===== src/rtl/dl_lock_sched_pkg.sv =====
// ---------------------------------------------------------------------------
// ising_config
// Shared constants and types for the dynamic-locking lockbox scheduler.
//   - GPIO register offsets, relative to the scheduler base address
//   - scheduler FSM state encoding
//   - fixed grace period added to start_delay while waiting in START
// ---------------------------------------------------------------------------
package ising_config;

    localparam int DL_SCHED_MASK_OFF   = 0;  // enable mask
    localparam int DL_SCHED_PER_LO_OFF = 1;  // period[15:0]
    localparam int DL_SCHED_PER_HI_OFF = 2;  // period[31:16]
    localparam int DL_SCHED_TMO_OFF    = 3;  // RUN timeout, 0 = none
    localparam int DL_SCHED_SDLY_OFF   = 4;  // start_delay
    localparam int DL_SCHED_CTRL_OFF   = 5;  // bit0 run, bit1 clear flags
    localparam int DL_SCHED_NUM_REGS   = 6;

    localparam int DL_SCHED_START_GRACE = 16;

    typedef enum logic [2:0] {
        S_IDLE,
        S_WAIT_PERIOD,
        S_SELECT,
        S_START,
        S_RUN,
        S_NEXT
    } dl_sched_state_t;

endpackage


===== src/rtl/dl_lock_sched_gpio_reg_if.sv =====
// ---------------------------------------------------------------------------
// gpio_reg_if
// GPIO config-bus front end: synchronizes the write strobe, detects its
// rising edge and decodes the address into one write-select per register.
// Ports:
//   clk, rst   system clock, async active-high reset
//   gpio_in    [31] strobe, [30:16] address, [15:0] data
//   wr_sel     one-hot write select, bit k = register base_addr+k
//   wr_data    data field of the bus
// ---------------------------------------------------------------------------
module gpio_reg_if
    import ising_config::*;
#(
    parameter int base_addr = 0,
    parameter int NUM_REGS  = DL_SCHED_NUM_REGS
) (
    input  logic                clk,
    input  logic                rst,
    input  logic [31:0]         gpio_in,
    output logic [NUM_REGS-1:0] wr_sel,
    output logic [15:0]         wr_data
);

    logic [2:0]  strobe_sync;
    logic        wr_edge;
    logic [14:0] addr;
    logic [14:0] base;
    logic [14:0] offset;

    always_ff @(posedge clk or posedge rst) begin
        if (rst) begin
            strobe_sync <= '0;
        end else begin
            strobe_sync <= {strobe_sync[1:0], gpio_in[31]};
        end
    end

    // Address and data are taken straight from the bus: the host holds them
    // stable while the strobe is high, long past the synchronizer delay.
    assign wr_edge = strobe_sync[1] & ~strobe_sync[2];
    assign addr    = gpio_in[30:16];
    assign base    = 15'(base_addr);
    assign offset  = addr - base;
    assign wr_data = gpio_in[15:0];

    always_comb begin
        wr_sel = '0;
        for (int k = 0; k < NUM_REGS; k++) begin
            if (wr_edge && (addr >= base) && (offset == 15'(k))) begin
                wr_sel[k] = 1'b1;
            end
        end
    end

endmodule


===== src/rtl/dl_lock_sched.sv =====
// ---------------------------------------------------------------------------
// dl_lock_sched
// Round-robin scheduler giving each enabled dl lockbox an exclusive lock
// slot on the shared calibration-pulse readback stream.
//
//   state       | meaning
//   ------------+-----------------------------------------------------------
//   IDLE        | stopped; waits for run=1 with a non-empty mask
//   WAIT_PERIOD | counting down the inter-round period
//   SELECT      | pick lowest enabled index >= idx, or end the round
//   START       | trig_lock held, waiting for lock_done to drop
//   RUN         | dl locking; cal_valid routed; optional timeout running
//   NEXT        | one dead cycle between slots, idx advances
//
// Ports:
//   clk, rst         system clock, async active-high reset
//   gpio_in          config bus ([31] strobe, [30:16] addr, [15:0] data)
//   cal_valid        calibration-pulse readback flag
//   lock_done        per-dl done flag (1 = not locking)
//   trig_lock        per-dl lock enable (one-hot or zero)
//   lock_sig_active  cal_valid routed to the serviced dl (one-hot or zero)
//   cur_idx          index being serviced
//   sched_busy       high outside IDLE/WAIT_PERIOD
//   round_done       one-cycle pulse at the end of each round
//   timeout_flags    sticky per-dl timeout flags
// Optional, with DL_SCHED_STATS_EN defined:
//   last_lock_cycles RUN cycles of the most recently completed slot
//   rounds_cnt       wrapping count of completed rounds
// ---------------------------------------------------------------------------
module dl_lock_sched
    import ising_config::*;
#(
    parameter int NUM_LOCKS = 4,
    parameter int base_addr = 0,
    parameter int CNT_W     = 32
) (
    input  logic                 clk,
    input  logic                 rst,
    input  logic [31:0]          gpio_in,
    input  logic                 cal_valid,
    input  logic [NUM_LOCKS-1:0] lock_done,
    output logic [NUM_LOCKS-1:0] trig_lock,
    output logic [NUM_LOCKS-1:0] lock_sig_active,
    output logic [3:0]           cur_idx,
    output logic                 sched_busy,
    output logic                 round_done,
    output logic [NUM_LOCKS-1:0] timeout_flags
`ifdef DL_SCHED_STATS_EN
    ,
    output logic [CNT_W-1:0]     last_lock_cycles,
    output logic [CNT_W-1:0]     rounds_cnt
`endif
);

    logic [DL_SCHED_NUM_REGS-1:0] wr_sel;
    logic [15:0]                  wr_data;

    logic [NUM_LOCKS-1:0] mask;
    logic [15:0]          period_lo;
    logic [15:0]          period_hi;
    logic [15:0]          timeout_cyc;
    logic [15:0]          start_delay;
    logic                 run;
    logic                 clr_flags;

    dl_sched_state_t      state;
    logic [4:0]           idx;
    logic [NUM_LOCKS-1:0] sel;
    logic [CNT_W-1:0]     cnt;

    logic                 found;
    logic [4:0]           found_idx;
    logic [NUM_LOCKS-1:0] found_oh;
    logic [NUM_LOCKS-1:0] flags_base;
    logic [CNT_W-1:0]     period_cnt;
    logic [CNT_W-1:0]     start_lim;
    logic                 sel_done;

    gpio_reg_if #(
        .base_addr (base_addr),
        .NUM_REGS  (DL_SCHED_NUM_REGS)
    ) u_gpio (
        .clk     (clk),
        .rst     (rst),
        .gpio_in (gpio_in),
        .wr_sel  (wr_sel),
        .wr_data (wr_data)
    );

    always_ff @(posedge clk or posedge rst) begin
        if (rst) begin
            mask        <= '0;
            period_lo   <= '0;
            period_hi   <= '0;
            timeout_cyc <= '0;
            start_delay <= '0;
            run         <= 1'b0;
        end else begin
            if (wr_sel[DL_SCHED_MASK_OFF])   mask        <= wr_data[NUM_LOCKS-1:0];
            if (wr_sel[DL_SCHED_PER_LO_OFF]) period_lo   <= wr_data;
            if (wr_sel[DL_SCHED_PER_HI_OFF]) period_hi   <= wr_data;
            if (wr_sel[DL_SCHED_TMO_OFF])    timeout_cyc <= wr_data;
            if (wr_sel[DL_SCHED_SDLY_OFF])   start_delay <= wr_data;
            if (wr_sel[DL_SCHED_CTRL_OFF])   run         <= wr_data[0];
        end
    end

    // Clear is a pulse on the write itself; nothing is stored.
    assign clr_flags  = wr_sel[DL_SCHED_CTRL_OFF] & wr_data[1];
    assign flags_base = clr_flags ? '0 : timeout_flags;

    assign period_cnt = CNT_W'({period_hi, period_lo});
    assign start_lim  = CNT_W'(start_delay) + CNT_W'(DL_SCHED_START_GRACE);
    assign sel_done   = |(lock_done & sel);

    // Lowest enabled index at or above idx: scanning downwards leaves the
    // lowest match as the final assignment.
    always_comb begin
        found     = 1'b0;
        found_idx = '0;
        found_oh  = '0;
        for (int i = NUM_LOCKS - 1; i >= 0; i--) begin
            if (mask[i] && (5'(i) >= idx)) begin
                found     = 1'b1;
                found_idx = 5'(i);
            end
        end
        for (int i = 0; i < NUM_LOCKS; i++) begin
            found_oh[i] = found && (found_idx == 5'(i));
        end
    end

    // Counter reaching 1 marks the last cycle of a START/RUN window; a
    // counter loaded with 0 parks at 0, which gives "timeout=0 never fires".
    always_ff @(posedge clk or posedge rst) begin
        if (rst) begin
            state           <= S_IDLE;
            idx             <= '0;
            sel             <= '0;
            cnt             <= '0;
            trig_lock       <= '0;
            lock_sig_active <= '0;
            cur_idx         <= '0;
            sched_busy      <= 1'b0;
            round_done      <= 1'b0;
            timeout_flags   <= '0;
        end else begin
            round_done    <= 1'b0;
            timeout_flags <= flags_base;
            case (state)
                S_IDLE: begin
                    if (run && (mask != '0)) begin
                        state <= S_WAIT_PERIOD;
                        cnt   <= period_cnt;
                    end
                end
                S_WAIT_PERIOD: begin
                    if (cnt == '0) begin
                        state      <= S_SELECT;
                        idx        <= '0;
                        sched_busy <= 1'b1;
                    end else begin
                        cnt <= cnt - CNT_W'(1);
                    end
                end
                S_SELECT: begin
                    if (!found) begin
                        round_done <= 1'b1;
                        sched_busy <= 1'b0;
                        if (run) begin
                            state <= S_WAIT_PERIOD;
                            cnt   <= period_cnt;
                        end else begin
                            state <= S_IDLE;
                        end
                    end else if (!run) begin
                        state      <= S_IDLE;
                        sched_busy <= 1'b0;
                    end else begin
                        state     <= S_START;
                        idx       <= found_idx;
                        sel       <= found_oh;
                        cur_idx   <= found_idx[3:0];
                        trig_lock <= found_oh;
                        cnt       <= start_lim;
                    end
                end
                S_START: begin
                    if (!sel_done) begin
                        state <= S_RUN;
                        cnt   <= CNT_W'(timeout_cyc);
                    end else if (cnt == CNT_W'(1)) begin
                        state         <= S_NEXT;
                        trig_lock     <= '0;
                        timeout_flags <= flags_base | sel;
                    end else begin
                        cnt <= cnt - CNT_W'(1);
                    end
                end
                S_RUN: begin
                    if (sel_done) begin
                        state           <= S_NEXT;
                        trig_lock       <= '0;
                        lock_sig_active <= '0;
                    end else if (cnt == CNT_W'(1)) begin
                        state           <= S_NEXT;
                        trig_lock       <= '0;
                        lock_sig_active <= '0;
                        timeout_flags   <= flags_base | sel;
                    end else begin
                        lock_sig_active <= cal_valid ? sel : '0;
                        if (cnt != '0) cnt <= cnt - CNT_W'(1);
                    end
                end
                S_NEXT: begin
                    state <= S_SELECT;
                    idx   <= idx + 5'd1;
                end
                default: begin
                    state <= S_IDLE;
                end
            endcase
        end
    end

`ifdef DL_SCHED_STATS_EN
    logic [CNT_W-1:0] run_cycles;

    always_ff @(posedge clk or posedge rst) begin
        if (rst) begin
            run_cycles       <= '0;
            last_lock_cycles <= '0;
            rounds_cnt       <= '0;
        end else begin
            case (state)
                S_SELECT: run_cycles       <= '0;
                S_RUN:    run_cycles       <= run_cycles + CNT_W'(1);
                S_NEXT:   last_lock_cycles <= run_cycles;
                default:  ;
            endcase
            if (round_done) rounds_cnt <= rounds_cnt + CNT_W'(1);
        end
    end
`endif

endmodule


===== config.mk =====
export PLATFORM = sky130hd
export DESIGN_NAME = dl_lock_sched
export DESIGN_NICKNAME = d
export VERILOG_FILES = /design/src/rtl/dl_lock_sched_pkg.sv /design/src/rtl/dl_lock_sched_gpio_reg_if.sv /design/src/rtl/dl_lock_sched.sv
export SDC_FILE = /design/constraint.sdc
export NUM_CORES = 1
export LEC_CHECK = 0
export ABC_AREA = 0
export CORE_UTILIZATION = 52
export DETAILED_ROUTE_END_ITERATION = 10
export GPL_TIMING_DRIVEN = 0
export PLACE_DENSITY = 0.73
export SLEW_MARGIN = 25
export SYNTH_ARGS = -nofsm -noshare
export SYNTH_HDL_FRONTEND = slang
export SYNTH_SLANG_ARGS = --single-unit

===== constraint.sdc =====
create_clock -name clk -period 6.8 [get_ports clk]
set_input_delay 0.68 -clock clk [delete_from_list [all_inputs] [get_ports clk]]
set_output_delay 0.68 -clock clk [all_outputs]
set_load 0.005 [all_outputs]

## Word-level counts from Yosys, hierarchy flattened

Index checks and enable logic that the tools add are counted.

| operators by class | value |
|---|---|
| add/subtract/negate cells | 3 |
| multiply operators | 0 |
| div/mod/pow operators | 0 |
| $lt $le $gt $ge | 5 |
| equality and inequality tests | 25 |
| shift-type cells | 0 |
| multiplexer cells | 58 |
| bitwise gates (word level) | 5 |
| reductions and logical operators | 33 |

Operators with widths:

| kind | number |
|---|---|
| $mux W32 | 10 |
| $pmux W32 S5 | 1 |
| $mux W4 | 12 |
| $eq A32 B1 Y1 const B | 1 |
| $logic_not A32 Y1 | 1 |
| $reduce_bool A32 Y1 | 1 |
| $sub A32 B1 Y32 const B | 1 |
| $eq A15 B2 Y1 const B | 2 |
| $eq A15 B3 Y1 const B | 2 |
| $mux W5 | 6 |
| $mux W3 | 6 |
| $ne A2 B2 Y1 const B | 9 |
| $pmux W3 S6 | 1 |
| $add A16 B5 Y17 const B | 1 |
| $logic_and A1 B1 Y1 | 16 |
| $mux W1 | 16 |
| $eq A15 B1 Y1 const B | 1 |
| $ge A15 B1 Y1 const B | 1 |
| $logic_not A15 Y1 | 1 |
| $pmux W5 S3 | 1 |
| $pmux W4 S3 | 1 |
| $eq A5 B2 Y1 const B | 2 |
| $ge A1 B5 Y1 const A | 2 |
| $ge A2 B5 Y1 const A | 2 |
| 24 further kinds | 32 |

| storage, ports and cells | value |
|---|---|
| bits in registers | 134 |
| bits in latches | 0 |
| memory bits (writable) | 0 |
| ROM bits | 0 |
| input bits | 39 |
| output and inout port bits | 18 |
| word-level logic and storage cells | 146 |
| memories kept | 0 |

## Depth between registers and ports, before layout

| depth | value |
|---|---|
| depth after elaboration | 11 |
| depth in mapped cells | 10 |
| gate-level depth less buffers | 8 |

## Modules after synthesis

A second synthesis with hierarchy kept.

| second synthesis, totals | value |
|---|---|
| cell total of the unflattened synthesis | 649 |
| area total of the unflattened synthesis | 6961.7 um2 |

By module, submodules not included:

| module | times used | cells each | area each (um2) | sequential area each (um2) |
|---|---|---|---|---|
| dl_lock_sched | 1 | 614 | 6630.1 | 3228.1 |
| gpio_reg_if | 1 | 35 | 331.6 | 75.1 |

## Least setup slack after synthesis

No wires, ideal clock.

| timing | value |
|---|---|
| kind | input -> register |
| start point | input gpio_in[19] |
| end point | register start_delay[2] |
| library setup time | 0.125 ns |
| arrival | 2.381 ns |
| required time | 6.675 ns |
| slack | 4.294 ns |
| stages | 5 |
| path buffers | 1 |
| path through | nor4_1 > nand4_1 > nor4_2 > buf_4 > mux2_2 |

| between the ends | value |
|---|---|
| word-level cells in the longest chain between the ends | 4 |
| elaborated cells on any way between the ends | 5 |
| classes of those cells | order compare (1); eq/ne (1); mux (1); reduce/logical (2) |

RTL lines:

| element | line | text |
|---|---|---|
| start: declaration | dl_lock_sched.sv:39 | `input logic [31:0] gpio_in,` |
| $ge A15 B1 Y1 | dl_lock_sched_gpio_reg_if.sv:49 | `if (wr_edge && (addr >= base) && (offset == 15'(k))) begin` |
| $logic_and A1 B1 Y1 | dl_lock_sched_gpio_reg_if.sv:49 |  |
| $logic_and A1 B1 Y1 (*) | dl_lock_sched_gpio_reg_if.sv:49 |  |
| $mux W1 (*) | dl_lock_sched_gpio_reg_if.sv:49 |  |
| end signal: assignment | dl_lock_sched.sv:103 | `if (wr_sel[DL_SCHED_SDLY_OFF]) start_delay <= wr_data;` |
| end: declaration | dl_lock_sched.sv:62 | `logic [15:0] start_delay;` |

Mark *: on every way between the ends. The rest lies on a longest branch, timed or not.
A chain may end at the register's enable or synchronous reset.

## Worst setup path in the final report

| timing | value |
|---|---|
| start point | register idx[0] |
| end point | register cnt[4] |

| between the ends | value |
|---|---|
| word-level cells in the longest chain between the ends | 8 |
| elaborated cells on any way between the ends | 14 |
| classes of those cells | order compare (4); mux (6); reduce/logical (4) |

RTL lines:

| element | line | text |
|---|---|---|
| start: declaration | dl_lock_sched.sv:67 | `logic [4:0] idx;` |
| start signal: assignment | dl_lock_sched.sv:181 | `idx <= found_idx;` |
| start signal: assignment | dl_lock_sched.sv:217 | `idx <= idx + 5'd1;` |
| $ge A2 B5 Y1 | dl_lock_sched.sv:123 | `if (mask[i] && (5'(i) >= idx)) begin` |
| $logic_and A1 B1 Y1 | dl_lock_sched.sv:123 |  |
| $mux W1 (3 in series) | dl_lock_sched.sv:123 |  |
| $mux W1 (*) | dl_lock_sched.sv:123 |  |
| $mux W32 (*) | dl_lock_sched.sv:167 | `if (!found) begin` |
| $pmux W32 S5 (*) | dl_lock_sched.sv:150 | `case (state)` |
| end signal: assignment | dl_lock_sched.sv:154 | `cnt <= period_cnt;` |
| end signal: assignment | dl_lock_sched.sv:163 | `cnt <= cnt - CNT_W'(1);` |
| end signal: assignment | dl_lock_sched.sv:172 | `cnt <= period_cnt;` |
| end: declaration | dl_lock_sched.sv:69 | `logic [CNT_W-1:0] cnt;` |

Marked as above.

==> results.sh <==
export IMPL_synth_edff_count=0
export IMPL_min_period_ns=3.22
export IMPL_gr_total_overflow=0
export IMPL_cp_num_buf_inv=2
export IMPL_cp_slowest_cell="o31ai_1"
export IMPL_hold_buffers=0
export IMPL_syn2layout_area_growth_pct=20.3
export IMPL_finalWeightedCongestion=0.912
export IMPL_met2_usage_pct=45.4
export IMPL_cts_sinks=132
export IMPL_slew_viol_final=0
export IMPL_row_count=41
export IMPL_max_stage_delay_ns=0.88
export IMPL_layout_nets=755
export IMPL_dieHeight_um=116
export IMPL_cts_tree="built"
export IMPL_ys_seq_area_share_pct=49.2
export IMPL_clockBufferDepth=2
export IMPL_yosys_warnings=0
export IMPL_synth_seq_cells=132
export IMPL_status="finished, final reports clean"
export IMPL_drtIter0Drc=452
export IMPL_cts_resized=0
export IMPL_synthDistinctLibCells=68
export IMPL_grt_start_max_net_pins=89
export IMPL_r2r_end="cnt[4]"
export IMPL_rsz0062_at_grt="false"
export IMPL_core_area_mm2=0.0126
export IMPL_cts_root_buf="clkbuf_16"
export IMPL_ir_drop_uv=189
export IMPL_critPathCaptureType="flip-flop"
export IMPL_wl_per_cell_um=19.1
export IMPL_timing_fmax_mhz=311
export IMPL_drc=0
export IMPL_critical_path_required_ns=7.13
export IMPL_worstSetupPathType="flip-flop to flip-flop"
export IMPL_grt_first_pass_wirelength_um=27800
export IMPL_postRouteAntennaNets=0
export IMPL_io_pins=57
export IMPL_worst_clock_skew_ns=0.00541
export IMPL_met1_usage_pct=36.1
export IMPL_met3_usage_pct=5.39
export IMPL_r2r_setup_slack_ns=3.58
export IMPL_grt_pass1_vias=5422
export IMPL_hold_end="u_gpio.strobe_sync[1]"
export IMPL_arrival_ns=3.55
export IMPL_fin_crit_sh_pct=47.4
export IMPL_synth_top_area_share_pct=49.2
export IMPL_rr_worst_depth=8
export IMPL_track_usage_pct=27.7
export IMPL_yosysMostFrequentCell="dfrtp_1"
export IMPL_synth_cells=636
export IMPL_p_leak_nw=3.59
export IMPL_clk_pin_slew_ns=0.06
export IMPL_setup_tns_ns=0
export IMPL_async_flop_share_pct=100
export IMPL_finalSetupViolations=0
export IMPL_hold_path_class="flip-flop to flip-flop"
export IMPL_vias=5501
export IMPL_holdPathStages=0
export IMPL_cap_violations=0
export IMPL_cp_top_family="compound AO/OA/AOI/OAI gates"
export IMPL_relSlewSlack_pct=26.3
export IMPL_vias_per_cell=6.14
export IMPL_report_final_hold_viol_count=0
export IMPL_worstPathCellList="inv_1 > ha_1 > and2_1 > a211o_1 > o31ai_1 > clkbuf_1 > a211oi_1 > o21ai_0"
export IMPL_firstDrtPassIters=5
export IMPL_final_core_util_pct=63.9
export IMPL_synth_common_cells="dfrtp_1, mux2_2, o21ai_0, nor2_1, nand2_1"
export IMPL_worst_slew_pin_slew_ns=1.10
export IMPL_netlist_area_mm2=0.00671
export IMPL_die_area_mm2=0.0134
export IMPL_clock_latency_ns=0.42
export IMPL_portBuffers=53
export IMPL_antenna_found_initial=0
export IMPL_initial_core_util_pct=53.2
export IMPL_ys_dominant_reg_cell="dfrtp_1"
export IMPL_postCtsSetupBuffers=0
export IMPL_dp_hpwl_um=12500
export IMPL_min_from="u_gpio.strobe_sync[0]"
export IMPL_reg2reg_from="idx[0]"
export IMPL_drive_above_1_share_pct=18.4
export IMPL_critPathMaxFanout=10
export IMPL_synth_top_cell_by_area="dfrtp_1"
export IMPL_die_w_um=116
export IMPL_synth_area_leaders="dfrtp_1, mux2_2, o21ai_0"
export IMPL_cts_buffers=17
export IMPL_globalRoute_busiestLayer="met2"
export IMPL_critPathLaunchType="flip-flop"
export IMPL_drt_wl_total_um=17100
export IMPL_syn_area_per_cell_um2=10.6
export IMPL_htreeDepth=4
export IMPL_p_per_area_mw_per_mm2=211
==> cells in the final DEF, fill, tap and decap left out, types with 5 or more instances in the layout <==
master | synthesis | final
clkinv_2 | 0 | 7
clkbuf_16 | 0 | 17
a22o_1 | 14 | 14
o21ai_0 | 62 | 62
o2bb2ai_1 | 11 | 11
xor2_1 | 6 | 6
nand2_1 | 37 | 37
and3_1 | 6 | 6
nor2_1 | 50 | 50
nand3_1 | 12 | 12
xnor2_1 | 8 | 8
a221oi_1 | 13 | 13
nor4_1 | 11 | 11
clkdlybuf4s50_1 | 0 | 53
ha_1 | 6 | 6
and2_1 | 6 | 6
nand4_1 | 6 | 6
nand2b_1 | 6 | 6
a22oi_1 | 10 | 10
dfrtp_1 | 132 | 132
a32oi_1 | 5 | 5
a31oi_1 | 9 | 9
mux2_2 | 66 | 66
inv_1 | 21 | 20
nor3_1 | 18 | 18
buf_2 | 6 | 6
o21ai_1 | 6 | 6
clkbuf_1 | 13 | 14
a21oi_1 | 24 | 24
==> power breakdown <==
part / internal, mW / switching (mW) / total (mW)
sequential: 0.787 / 0.000544 / 0.788
clock: 0.536 / 0.332 / 0.867
combinational: 0.0228 / 0.0274 / 0.0502
total: 1.35 / 0.360 / 1.70
==> flip-flops by register name (all words and copies together) (netlist names) <==
name,flops
cnt,32
cur_idx,2
idx,5
lock_sig_active,4
mask,4
period_hi,16
period_lo,16
round_done,1
run,1
sched_busy,1
sel,4
start_delay,16
state,3
timeout_cyc,16
timeout_flags,4
trig_lock,4
u_gpio.strobe_sync,3
==> metrics by stage <==
| step | power [mW] | cells | hold WS, ns | setup slack (ns) | instance area (um2) |
|---|---|---|---|---|---|
| 2_1_floorplan | 0.816 | 637 | 0.331 | 2.59 | 6710 |
| 3_3_place_gp | 0.848 | 862 | 0.335 | 0.935 | 7460 |
| 3_5_place_dp | 0.852 | 863 | 0.350 | 3.29 | 7500 |
| 4_1_cts | 1.72 | 895 | 0.369 | 3.63 | 8070 |
| 5_1_grt | 1.75 | 895 | 0.368 | 3.44 | 8070 |
| 6_report | 1.70 | 896 | 0.364 | 3.58 | 8070 |
==> metal layers <==
layer  up-vias  share of wire (%)
met5         -                  0
li1       2527                  -
met4         0                2.5
met2       225                 48
met1      2706                 43
met3        43                6.3
==> area by class of cell <==
| class | count | area, um2 |
|---|---|---|
| Sequential cell | 132 | 3300 |
| Clock inverter | 10 | 80.1 |
| Clock buffer | 22 | 484 |
| Inverter | 21 | 86.3 |
| Antenna cell | 1 | 2.50 |
| Multi-Input combinational cell | 456 | 3180 |
| Timing Repair Buffer | 54 | 558 |
| Fill cell | 1013 | 4550 |
| Buffer | 28 | 160 |
| Tap cell | 172 | 215 |
==> cells by family (layout without fill, tap and decap cells) <==
logic type,count (synthesis),in the layout,share of synthesized area [%]
AO/OA/AOI/OAI,188,188,18.9
AND/OR/NAND/NOR,180,180,14.3
flip-flops,132,132,49.2
multiplexers,66,66,11.1
buffers and inverters,49,135,3.56
XOR/XNOR,14,14,1.83
adder cells (fa/ha/maj),6,6,1.12
other,1,3,0.0559
==> how the worst max path moves through the flow <==
stage | startpoint | to | slack [ns] | cells after the start
2_1_floorplan | rst | cnt[0] | 2.59 | 1
3_3_place_gp | rst | cnt[23] | 0.93 | 2
3_5_place_dp | gpio_in[27] | period_hi[7] | 3.29 | 8
4_1_cts | idx[0] | cnt[4] | 3.63 | 8
5_1_grt | idx[0] | cnt[1] | 3.44 | 8
6_report | idx[0] | cnt[4] | 3.58 | 8
(Power assumes the default switching activity.)
